$ cat config.mk
export PLATFORM = sky130hd
export DESIGN_NAME = alu_frame_rx
export DESIGN_NICKNAME = d
export VERILOG_FILES = /design/src/rtl/alu_frame_rx_pkg.sv /design/src/rtl/alu_frame_rx_crc.sv /design/src/rtl/alu_frame_rx.sv
export SDC_FILE = /design/constraint.sdc
export NUM_CORES = 1
export LEC_CHECK = 0
export CAP_MARGIN = 5
export CORE_ASPECT_RATIO = 0.5
export CORE_MARGIN = 10
export CORE_UTILIZATION = 28
export CTS_CLUSTER_SIZE = 10
export DETAILED_ROUTE_END_ITERATION = 8
export PLACE_DENSITY = 0.48
export SLEW_MARGIN = 5
export SYNTH_ARGS = -nofsm -noshare
export SYNTH_HDL_FRONTEND = slang
export SYNTH_HIERARCHICAL = 1
export SYNTH_SLANG_ARGS = --single-unit
$ cat constraint.sdc
create_clock -name clk -period 8.74 [get_ports clk]
set_clock_uncertainty 0.05 [all_clocks]
set_input_delay 1.311 -clock clk [delete_from_list [all_inputs] [get_ports clk]]
set_output_delay 1.311 -clock clk [all_outputs]
set_load 0.02 [all_outputs]
$ cat src/rtl/alu_frame_rx_pkg.sv
// Shared ALU package: operation codes, error flag layout, CRC step model and
// receiver FSM state encodings used by alu_frame_rx.
package alu_frame_rx_pkg;

  typedef enum logic [2:0] {
    and_op = 3'b000,
    or_op  = 3'b001,
    add_op = 3'b100,
    sub_op = 3'b101
  } operation_t;

  function automatic logic op_is_legal(input logic [2:0] op);
    case (op)
      3'b000, 3'b001, 3'b100, 3'b101: return 1'b1;
      default:                        return 1'b0;
    endcase
  endfunction

  localparam logic [3:0] CRC_POLY_DEFAULT = 4'b0011;

  // err_flags = {ERR_DATA, ERR_CRC, ERR_OP}
  localparam int ERR_DATA_BIT = 2;
  localparam int ERR_CRC_BIT  = 1;
  localparam int ERR_OP_BIT   = 0;
  localparam logic [2:0] ERR_DATA_mask = 3'b100;
  localparam logic [2:0] ERR_CRC_mask  = 3'b010;
  localparam logic [2:0] ERR_OP_mask   = 3'b001;

  // One serial step of the x^4+x+1 CRC; starting from crc=0 gives the frame CRC.
  function automatic logic [3:0] crc_input(input logic [3:0] crc, input logic d,
                                           input logic [3:0] poly);
    logic fb;
    fb = crc[3] ^ d;
    return {crc[2:0], 1'b0} ^ (fb ? poly : 4'b0000);
  endfunction

  typedef logic [2:0] rx_state_t;
  localparam rx_state_t ST_IDLE   = 3'd0;
  localparam rx_state_t ST_CTL    = 3'd1;
  localparam rx_state_t ST_DATA   = 3'd2;
  localparam rx_state_t ST_STOP   = 3'd3;
  localparam rx_state_t ST_ABORT  = 3'd4;
  localparam rx_state_t ST_REPORT = 3'd5;

endpackage

$ cat src/rtl/alu_frame_rx_crc.sv
// alu_crc4_serial: 4-bit serial LFSR with synchronous clear and bit enable.
module alu_crc4_serial
  import alu_frame_rx_pkg::*;
#(
  parameter logic [3:0] POLY = CRC_POLY_DEFAULT
) (
  input  logic       clk,
  input  logic       rst,
  input  logic       clr,
  input  logic       en,
  input  logic       din,
  output logic [3:0] crc
);

  always_ff @(posedge clk or posedge rst) begin
    if (rst) begin
      crc <= 4'b0000;
    end else if (clr) begin
      crc <= 4'b0000;
    end else if (en) begin
      crc <= crc_input(crc, din, POLY);
    end
  end

endmodule

$ cat src/rtl/alu_frame_rx.sv
// Serial ALU command receiver: deserialises operands and opcode, checks CRC on the fly.
// Optional feature macro: ALU_RX_TIMEOUT_EN (inter-frame idle timeout).
//
// state     | meaning
// IDLE      | line idle, waiting for a start bit
// CTL       | sampling the ctl bit (0 = data, 1 = cmd)
// DATA      | sampling 8 payload bits, MSB first
// STOP      | sampling the stop bit; cmd stop resolves the packet
// ABORT     | framing error, waiting for the line to return high
// REPORT    | result pulse cycle; also accepts the next start bit
module alu_frame_rx
  import alu_frame_rx_pkg::*;
#(
  parameter int         DATA_BYTES = 4,
  parameter logic [3:0] CRC_POLY   = CRC_POLY_DEFAULT,
  parameter int         TIMEOUT    = 255
) (
  input  logic                    clk,
  input  logic                    rst,
  input  logic                    sin,
  output logic [8*DATA_BYTES-1:0] a_out,
  output logic [8*DATA_BYTES-1:0] b_out,
  output operation_t              op_out,
  output logic                    frame_valid,
  output logic                    err_valid,
  output logic [2:0]              err_flags,
  output logic                    busy
);

  localparam int         W         = 8 * DATA_BYTES;
  localparam logic [3:0] BYTES     = 4'(2 * DATA_BYTES);
  localparam logic [3:0] BYTES_SAT = 4'(2 * DATA_BYTES + 1);

  rx_state_t      state;
  logic           ctl;
  logic [2:0]     bit_cnt;
  logic [3:0]     byte_cnt;
  logic [2*W-1:0] sreg;
  logic [6:0]     pl;
  logic [3:0]     crc;
  logic           cmd_done;
  logic           abort_done;
  logic           timeout_fire;
  logic           clr;
  logic           crc_en;
  logic           crc_din;

  assign cmd_done   = (state == ST_STOP) && sin && ctl;
  assign abort_done = (state == ST_ABORT) && sin;
  assign clr        = cmd_done | abort_done | timeout_fire;

  // In the cmd frame the leading 0 payload bit is replaced by the 1'b1 marker,
  // followed by the three OP bits; the received CRC bits are not fed.
  assign crc_en  = (state == ST_DATA) && (!ctl || (bit_cnt < 3'd4));
  assign crc_din = (ctl && (bit_cnt == 3'd0)) ? 1'b1 : sin;

  alu_crc4_serial #(.POLY(CRC_POLY)) u_crc (
    .clk (clk),
    .rst (rst),
    .clr (clr),
    .en  (crc_en),
    .din (crc_din),
    .crc (crc)
  );

`ifdef ALU_RX_TIMEOUT_EN
  localparam int TW = $clog2(TIMEOUT + 1);
  logic [TW-1:0] idle_cnt;

  always_ff @(posedge clk or posedge rst) begin
    if (rst) begin
      idle_cnt <= TW'(TIMEOUT);
    end else if ((state != ST_IDLE) || !busy) begin
      idle_cnt <= TW'(TIMEOUT);
    end else if (idle_cnt != '0) begin
      idle_cnt <= idle_cnt - 1'b1;
    end
  end

  assign timeout_fire = (state == ST_IDLE) && busy && sin && (idle_cnt == '0);
`else
  logic unused_timeout;
  assign unused_timeout = (TIMEOUT == 0);
  assign timeout_fire   = 1'b0;
`endif

  always_ff @(posedge clk or posedge rst) begin
    if (rst) begin
      state       <= ST_IDLE;
      ctl         <= 1'b0;
      bit_cnt     <= 3'd0;
      byte_cnt    <= 4'd0;
      sreg        <= '0;
      pl          <= 7'd0;
      a_out       <= '0;
      b_out       <= '0;
      op_out      <= and_op;
      frame_valid <= 1'b0;
      err_valid   <= 1'b0;
      err_flags   <= 3'b000;
      busy        <= 1'b0;
    end else begin
      frame_valid <= 1'b0;
      err_valid   <= 1'b0;
      case (state)
        ST_IDLE, ST_REPORT: begin
          if (!sin) begin
            state <= ST_CTL;
            busy  <= 1'b1;
          end else begin
            state <= ST_IDLE;
            if (timeout_fire) begin
              err_valid <= 1'b1;
              err_flags <= ERR_DATA_mask;
              busy      <= 1'b0;
            end
          end
        end
        ST_CTL: begin
          ctl     <= sin;
          bit_cnt <= 3'd0;
          state   <= ST_DATA;
        end
        ST_DATA: begin
          pl      <= {pl[5:0], sin};
          bit_cnt <= bit_cnt + 3'd1;
          if (!ctl && (byte_cnt < BYTES)) begin
            sreg <= {sreg[2*W-2:0], sin};
          end
          if (bit_cnt == 3'd7) begin
            state <= ST_STOP;
          end
        end
        ST_STOP: begin
          if (!sin) begin
            state <= ST_ABORT;
          end else if (!ctl) begin
            state <= ST_IDLE;
            if (byte_cnt != BYTES_SAT) begin
              byte_cnt <= byte_cnt + 4'd1;
            end
          end else begin
            state <= ST_REPORT;
            busy  <= 1'b0;
            if (byte_cnt != BYTES) begin
              err_valid <= 1'b1;
              err_flags <= ERR_DATA_mask;
            end else if (crc != pl[3:0]) begin
              err_valid <= 1'b1;
              err_flags <= ERR_CRC_mask;
            end else if (!op_is_legal(pl[6:4])) begin
              err_valid <= 1'b1;
              err_flags <= ERR_OP_mask;
            end else begin
              frame_valid <= 1'b1;
              b_out       <= sreg[2*W-1:W];
              a_out       <= sreg[W-1:0];
              op_out      <= operation_t'(pl[6:4]);
            end
          end
        end
        ST_ABORT: begin
          if (sin) begin
            state     <= ST_IDLE;
            err_valid <= 1'b1;
            err_flags <= ERR_DATA_mask;
            busy      <= 1'b0;
          end
        end
        default: state <= ST_IDLE;
      endcase

      // Packet resolution (pulse, abort or timeout) wipes partial packet state.
      if (clr) begin
        byte_cnt <= 4'd0;
        bit_cnt  <= 3'd0;
        sreg     <= '0;
      end
    end
  end

endmodule
### Yosys cells after proc, flatten, opt, wreduce, memory -nomap -nowiden

Index checks and enable logic that the tools add are counted.

| cells by class | value |
|---|---|
| multiplexer cells | 51 |
| magnitude comparators | 2 |
| $add $sub $neg | 2 |
| reduce and logical (&&, ||, !) cells | 28 |
| bitwise gates (word level) | 5 |
| equal/unequal tests | 19 |

Operator list:

| operator | count |
|---|---|
| $mux 64 | 3 |
| $mux 3 | 11 |
| $mux 4 | 7 |
| $mux 1 | 24 |
| $eq 3x3->1 const B | 5 |
| $pmux 3 s5 | 1 |
| $reduce_bool 2->1 | 7 |
| $ne 4x4->1 const B | 3 |
| $pmux 3 s2 | 2 |
| $reduce_and 5->1 | 2 |
| $logic_not 3->1 | 3 |
| $ne 2x2->1 const B | 4 |
| $eq 3x1->1 const B | 2 |
| $eq 3x2->1 const B | 2 |
| $logic_and 1x1->1 | 6 |
| $reduce_and 6->1 | 1 |
| $reduce_bool 3->1 | 2 |
| $add 4x1->4 const B | 1 |
| $lt 4x4->1 const B | 1 |
| $ne 2x1->1 const B | 2 |
| $ne 4x4->1 | 1 |
| $reduce_and 2->1 | 2 |
| $reduce_and 4->1 | 1 |
| $reduce_or 4->1 | 1 |
| other kinds (12) | 13 |

| word-level totals | value |
|---|---|
| output and inout bits | 73 |
| bits in registers | 159 |
| word-level logic and storage cells | 121 |

### Longest topological paths before layout

Gate-level depths: netlist of the first run.

| logic depth | value |
|---|---|
| depth after elaboration | 14 |
| gate-level depth with buffers | 9 |
| mapped depth without buffers | 7 |

### Modules after synthesis

Netlist of the first run, hierarchy kept.

Modules (own cells, without submodules):

| module | times used | area each (um^2) | seq. area each (um^2) | cells an instance |
|---|---|---|---|---|
| alu_frame_rx | 1 | 6424.9 | 3878.7 | 539 |
| alu_crc4_serial | 1 | 192.7 | 100.1 | 18 |

### Worst setup path after synthesis of the first run

No wires, ideal clock.

| timing | value |
|---|---|
| kind | input -> register |
| start point | input sin |
| end point | register b_out[10] |
| stages on the path | 7 |
| arrival time | 2.528 ns |
| setup time | 0.125 ns |
| path buffers | 4 |
| setup slack | 6.037 ns |
| required time | 8.565 ns |
| cells stage by stage | clkbuf_1 > nand2_1 > and3b_1 > buf_4 > buf_12 > buf_12 > mux2_4 |

| on the way | value |
|---|---|
| cells in the longest elaborated chain, start to end | 1 |

RTL lines:

| element | line | RTL |
|---|---|---|
| start, declared | alu_frame_rx.sv:20 | `input logic sin,` |
| $reduce_and 6->1 (no source line) | n/a |  |
| end signal, assigned | alu_frame_rx.sv:156 | `b_out <= sreg[2*W-1:W];` |
| end, declared | alu_frame_rx.sv:22 | `output logic [8*DATA_BYTES-1:0] b_out,` |

No other way between the ends.
A chain may end at the register's enable or synchronous reset.

### Final worst setup path of the first run

| timing | value |
|---|---|
| start point | input sin |
| end point | register a_out[21] |

| on the way | value |
|---|---|
| cells in the longest elaborated chain, start to end | 1 |

RTL lines:

| element | line | RTL |
|---|---|---|
| $reduce_and 6->1 (no source line) | n/a |  |
| end signal, assigned | alu_frame_rx.sv:157 | `a_out <= sreg[W-1:0];` |
| end, declared | alu_frame_rx.sv:21 | `output logic [8*DATA_BYTES-1:0] a_out,` |

No other way between the ends.

==> results.sh, run 1 <==
export IMPL_design_die_area_um2=30560
export IMPL_rows=39
export IMPL_synth_enable_flop_cells=0
export IMPL_routabilityCongestion=0.7508
export IMPL_ys_types=44
export IMPL_num_io_pins=76
export IMPL_r2r_worst_path_cells=5
export IMPL_cts_htree_levels=4
export IMPL_netlist_area_um2=6618
export IMPL_grt_first_pass_wirelength_um=23740
export IMPL_post_drt_via_cell_ratio=4.446
export IMPL_grt_total_usage_pct=9.562
export IMPL_route_final_wire_length_um=14300
export IMPL_clock_tree_root_cell="clkbuf_16"
export IMPL_most_instantiated_flip_flop_cell_in_the_synthesis_netlist="dfrtp_1"
export IMPL_p_leak_nw=3.625
export IMPL_port_buffers=75
export IMPL_required_time_at_the_endpoint_of_the_critical_path_ps=8990
export IMPL_peakVddDrop_mv=0.1174
export IMPL_cts_resized=0
export IMPL_timing_worst_slew_pin_value_ps=1025
export IMPL_postSynthAreaPerCell_um2=11.88
export IMPL_cts_hold_buffers=0
export IMPL_initialDrtViolationCount=386
export IMPL_areaGrowthSynthToFinish_pct=23.69
export IMPL_tritoncts_buffer_count=17
export IMPL_drive_above_1_share_pct=19.21
export IMPL_finalHoldViolations=0
export IMPL_floorplan_die_width_um=237.4
export IMPL_worst_skew_pair_late_latency_ps=420
export IMPL_critPathArrivalTime_ps=3910
export IMPL_hold_start="sreg[63]"
export IMPL_worstReg2RegEnd="a_out[21]"
export IMPL_path_class="input port to flip-flop"
export IMPL_clk_sinks=159
export IMPL_fill_cells=2290
export IMPL_regToRegSetupSlack_ps=5790
export IMPL_dp_hpwl_um=9049
export IMPL_rsz0062_at_grt="no"
export IMPL_setup_viol=0
export IMPL_async_reset_ff_share_pct=100.0
export IMPL_drt_pass1_iterations=4
export IMPL_pin_count_of_the_biggest_net_entering_global_routing=81
export IMPL_clockBufferDepth=2
export IMPL_core_area_um2=23030
export IMPL_grt_pass1_vias=4255
export IMPL_portion_of_the_post_synthesis_area_used_by_sequential_elements_pct=60.12
export IMPL_cap_violations=0
export IMPL_synth_warning_count=6
export IMPL_period_minus_slack_ps=3654
export IMPL_final_common_cell="dfrtp_1"
export IMPL_tns_ps=0
export IMPL_worst_min_delay_path_category="flip-flop to flip-flop"
export IMPL_antenna_left=0
export IMPL_synth_nets=566
export IMPL_drc=0
export IMPL_final_max_slew_viol_count=0
export IMPL_cts_repair_timing_setup_buffer_count=0
export IMPL_max_slew_margin_rel_pct=31.08
export IMPL_max_clock_freq_mhz=273.7
export IMPL_placement_cell_area_um2=7595
export IMPL_synth_ff_latch_count=159
export IMPL_period_share_pct=41.81
export IMPL_grt_antenna_before_repair=0
export IMPL_clkSlewWorstSetupHoldPaths_ps=70
export IMPL_cp_end_kind="flip-flop"
export IMPL_worstSetupStartpointType="input port"
export IMPL_final_cell_area_um2=8185
export IMPL_cellPowerDensity_nw_per_um2=267.1
export IMPL_die_height_um=128.7
export IMPL_tritoncts="done"
export IMPL_num_vias=4188
export IMPL_ant_diodes=0
export IMPL_avg_wl_per_cell_um=15.18
export IMPL_nNetsFinal=632
export IMPL_path_max_fanout=41
export IMPL_floorplan_initialDensity_pct=28.73
export IMPL_outcome="finished, final reports clean"
export IMPL_commonest_cells_after_routing_fill_and_taps_aside="dfrtp_1, nand2_1, clkdlybuf4s50_1"
export IMPL_holdPathStages=1
export IMPL_r2r_start="state[2]"
export IMPL_post_synth_inst_count=557
export IMPL_hold_path_end="b_out[31]"
export IMPL_grt_ovfl_total=0
-- Yosys cell counts, types with 2 or more instances --
cell type / number / share of area [%]
dfrtp_1: 159 / 60
nand2_1: 135 / 7.7
a21oi_1: 67 / 5.1
mux2_2: 46 / 7.8
mux2_4: 29 / 6.6
buf_2: 15 / 1.1
inv_1: 12 / 0.68
clkbuf_1: 11 / 0.62
nor2_1: 10 / 0.57
ha_1: 6 / 1.1
o21ai_0: 6 / 0.45
nor2b_1: 5 / 0.47
buf_12: 4 / 1.2
buf_4: 4 / 0.45
xor2_1: 4 / 0.53
a22o_1: 3 / 0.40
nand3_1: 3 / 0.23
nor3b_1: 3 / 0.34
a211oi_1: 2 / 0.23
a21boi_0: 2 / 0.23
a21o_1: 2 / 0.23
mux2i_1: 2 / 0.30
nand2b_1: 2 / 0.19
nand4b_1: 2 / 0.26
nor3_1: 2 / 0.15
o22ai_1: 2 / 0.19
xnor2_1: 2 / 0.26
-- routing by layer --
layer,part of all wire (%),global-route usage (%)
met4,1.1,3.597
met3,2.8,2.259
met2,48,15.45
met5,0,0
met1,48,12.33
-- metrics by stage --
step / util (%) / worst slack, ps / hold WS (ps) / instances / power, W
CTS: 35.54 / 5083 / 459.4 / 942 / 0.002221
global placement: 32.97 / 4702 / 439.9 / 911 / 0.001457
floorplan: - / 3201 / 427.4 / 557 / 0.001329
global route: 35.54 / 4951 / 469.0 / 942 / 0.002323
finish: 35.54 / 5086 / 456.1 / 942 / 0.002186
detailed placement: 32.97 / 4643 / 444.9 / 911 / 0.001466
-- state kept, by name, summed over array words and instances (netlist names) --
signal and flops:
pl 7, op_out 3, state 3, ctl 1, bit_cnt 3, sreg 64, busy 1, u_crc/crc 4
b_out 32, err_flags 3, frame_valid 1, byte_cnt 4, a_out 32, err_valid 1
-- worst max-delay path, cell delays in order --
cell and delay, ps:
clkdlybuf4s50_1 670, nand2_1 150, and3b_4 710, buf_4 630
mux2_2 410
-- kinds of logic after synthesis --
family	synth area share, %
AOI/OAI and AO/OA	8.054
DFF	60.12
xor gates and xnor gates	0.7941
buffers and inverters	4.103
and+or+nand+nor	11.08
muxes	14.71
adders and majority gates	1.134
-- layout make-up --
type | count | area (um2) | share of cell area [%]
Clock inverter | 11 | 133.9 | 1.636
Sequential cell | 159 | 3979 | 48.61
Timing Repair Buffer | 81 | 795.8 | 9.722
Clock buffer | 20 | 456.7 | 5.579
Multi-Input combinational cell | 352 | 2386 | 29.15
Inverter | 12 | 50.05 | 0.6114
Tap cell | 307 | 384.1 | 4.693
-- power by group --
part           total, W  internal [W]  switching [W]  leakage, nW
Sequential     0.000970      0.000855       0.000115         2.17
Combinational  0.000474      0.000177       0.000297         1.17
Clock          0.000742      0.000438       0.000305        0.287
-- worst max-delay path by stage --
stage	slack (ps)	to	start
2_1_floorplan	3200	a_out[0]	rst
6_report	5090	a_out[21]	sin
3_5_place_dp	4640	a_out[21]	sin
5_1_grt	4950	a_out[8]	sin
3_3_place_gp	4700	a_out[11]	sin
4_1_cts	5080	a_out[4]	sin
No activity file was read; power rests on OpenSTA's default activity.
==> run 2: changes to the inputs <==
Settings changed: PLACE_DENSITY 0.48 to 0.49.
Clock period 8.74 ns to 3.35 ns, I/O delays scaled along.
==> run 2 against run 1 <==
- first-iteration DRC count fell by 25%
- largest cell class unchanged
- worst hold slack got worse by 130 ps
- die area did not move
- worst setup slack got worse by 4000 ps
- sequential share of layout area fell by 0.32 points
- highest routed layer unchanged
- critical endpoint is now a_out[28]
- critical path depth did not move
==> results.sh, run 2 (synthesis gave the netlist of run 1 again) <==
export IMPL_outcome="finished, final reports clean"
export IMPL_area_used_by_multi_input_combinational_logic_um2=2386
export IMPL_drc=0
export IMPL_drive_above_1_share_pct=20.00
export IMPL_power_switching_fraction_pct=33.52
export IMPL_num_vias=4189
export IMPL_number_of_flip_flops_in_the_largest_register=64
export IMPL_fill_cells=2306
export IMPL_grt_total_usage_pct=9.587
export IMPL_power_share_sequential_pct=44.6
export IMPL_final_max_slew_viol_count=0
export IMPL_critPathSlowestCell="dfrtp_1"
export IMPL_critPathArrivalTime_ps=2530
export IMPL_initialDrtViolationCount=288
export IMPL_placement_setup_slack_ps=690.6
export IMPL_r2r_worst_path_cells=5
export IMPL_cts_resized=0
export IMPL_cts_htree_levels=4
export IMPL_port_buffers=75
export IMPL_nNetsFinal=636
export IMPL_placed_cells_incl_taps=915
export IMPL_r2r_start="u_crc/crc[0]"
export IMPL_rsz0062_at_grt="no"
export IMPL_fin_util_pct=35.77
export IMPL_crit_path_end="a_out[28]"
export IMPL_cellPowerDensity_nw_per_um2=686.4
export IMPL_design_die_area_um2=30560
export IMPL_path_class="flip-flop to flip-flop"
export IMPL_period_minus_slack_ps=2279
export IMPL_worst_skew_pair_late_latency_ps=420
export IMPL_tns_ps=0
export IMPL_stdcell_count=947
export IMPL_antenna_left=0
export IMPL_route_final_wire_length_um=14000
export IMPL_grt_pass1_vias=4301
export IMPL_cap_violations=0
export IMPL_grt_ovfl_total=0
export IMPL_floorplan_die_width_um=237.4
export IMPL_worst_slack_ps=1071
export IMPL_cts_repair_timing_setup_buffer_count=0
export IMPL_clock_tree_root_cell="clkbuf_16"
export IMPL_commonest_cells_after_routing_fill_and_taps_aside="dfrtp_1, nand2_1, clkdlybuf4s50_1"
export IMPL_rows=39
export IMPL_hold_worst_slack_ps=327.9
export IMPL_finalHoldViolations=0
export IMPL_power_combinational_fraction_pct=22.1
export IMPL_cell_internal_pwr_w=0.003759
export IMPL_peakVddDrop_mv=0.3452
export IMPL_path_cells="xor2_1, nor4_4, and3b_4, buf_12, mux2_2"
export IMPL_max_clock_freq_mhz=438.7
export IMPL_cpPeakStageDelay_ps=420
export IMPL_post_drt_via_cell_ratio=4.423
export IMPL_final_common_cell="dfrtp_1"
export IMPL_tritoncts="done"
export IMPL_ant_diodes=0
export IMPL_clk_sinks=159
export IMPL_pin_count_of_the_biggest_net_entering_global_routing=68
export IMPL_cp_end_kind="flip-flop"
export IMPL_max_slew_margin_rel_pct=36.98
export IMPL_p_leak_nw=3.645
export IMPL_areaGrowthSynthToFinish_pct=24.50
export IMPL_dp_hpwl_um=9253
export IMPL_worstSetupStartpointType="flip-flop"
export IMPL_timing_worst_slew_pin_value_ps=936.9
export IMPL_cts_hold_buffers=0
export IMPL_floorplan_initialDensity_pct=28.73
export IMPL_grt_first_pass_wirelength_um=23580
export IMPL_required_time_at_the_endpoint_of_the_critical_path_ps=3600
export IMPL_avg_wl_per_cell_um=14.79
export IMPL_setup_viol=0
export IMPL_clockBufferDepth=2
export IMPL_register_name_with_the_most_flops="sreg"
export IMPL_routabilityCongestion=0.7474
export IMPL_core_area_um2=23030
export IMPL_period_share_pct=68.04
export IMPL_path_max_fanout=67
export IMPL_regToRegSetupSlack_ps=1070
export IMPL_clock_power_share_pct=33.3
export IMPL_worst_min_delay_path_category="input port to asynchronous set/reset pin"
export IMPL_grt_antenna_before_repair=0
export IMPL_switchingPower_w=0.001896
export IMPL_num_io_pins=76
export IMPL_register_area_um2=3979
export IMPL_drt_pass1_iterations=4
export IMPL_cp_startpoint="u_crc/crc[0]"
export IMPL_clkSlewWorstSetupHoldPaths_ps=70
export IMPL_worstReg2RegEnd="a_out[28]"
export IMPL_reg_top3="sreg: 64 flops, a_out: 32 flops, b_out: 32 flops"
export IMPL_die_height_um=128.7
export IMPL_tritoncts_buffer_count=17
[run 2: layout make-up]
cell class | count | share of cell area (%)
Sequential cell | 159 | 48.29
Timing Repair Buffer | 85 | 10.48
Tap cell | 307 | 4.662
Multi-Input combinational cell | 352 | 28.96
Clock buffer | 17 | 5.163
Clock inverter | 15 | 1.853
Inverter | 12 | 0.5923
[run 2: stage by stage]
step                      power (W)  area (um2)
after floorplan            0.003467        6621
after global placement     0.003802        7661
after detailed placement   0.003834        7661
after CTS                  0.005743        8239
after global routing       0.006040        8239
final                      0.005655        8239
[run 2: power by group through the flow]
stage / clock network (W) / logic (W) / registers [W]
6_report: 0.00188 / 0.00125 / 0.00252
3_5_place_dp: 0 / 0.00127 / 0.00256
2_1_floorplan: 0 / 0.00100 / 0.00246
5_1_grt: 0.00203 / 0.00143 / 0.00258
3_3_place_gp: 0 / 0.00125 / 0.00255
4_1_cts: 0.00194 / 0.00128 / 0.00252
[run 2: worst max-delay path: cells and delay by family (launching register included)]
family,cells,cell delay [ps]
flip-flops,1,420
XOR/XNOR,1,190
multiplexers,1,390
AND/OR/NAND/NOR,2,700
buffers and inverters,1,350
[run 2: how the worst min path moves through the flow]
stage              start      endpoint  slack (ps)  cells past startpoint
6_report             rst  u_crc/crc[0]         330                      2
2_1_floorplan        rst  u_crc/crc[0]         220                      1
3_3_place_gp   op_out[1]     op_out[1]         440                      1
5_1_grt              rst  u_crc/crc[0]         340                      2
3_5_place_dp   op_out[1]     op_out[1]         440                      1
4_1_cts              rst  u_crc/crc[0]         340                      2
[run 2: routing by layer]
metal	vias to the layer above	track usage (%)	part of all wire (%)
met5	-	0	0
met4	0	3.597	1.0
met3	11	2.855	3.5
met2	55	15.23	48
met1	2111	12.21	47
li1	2012	-	-
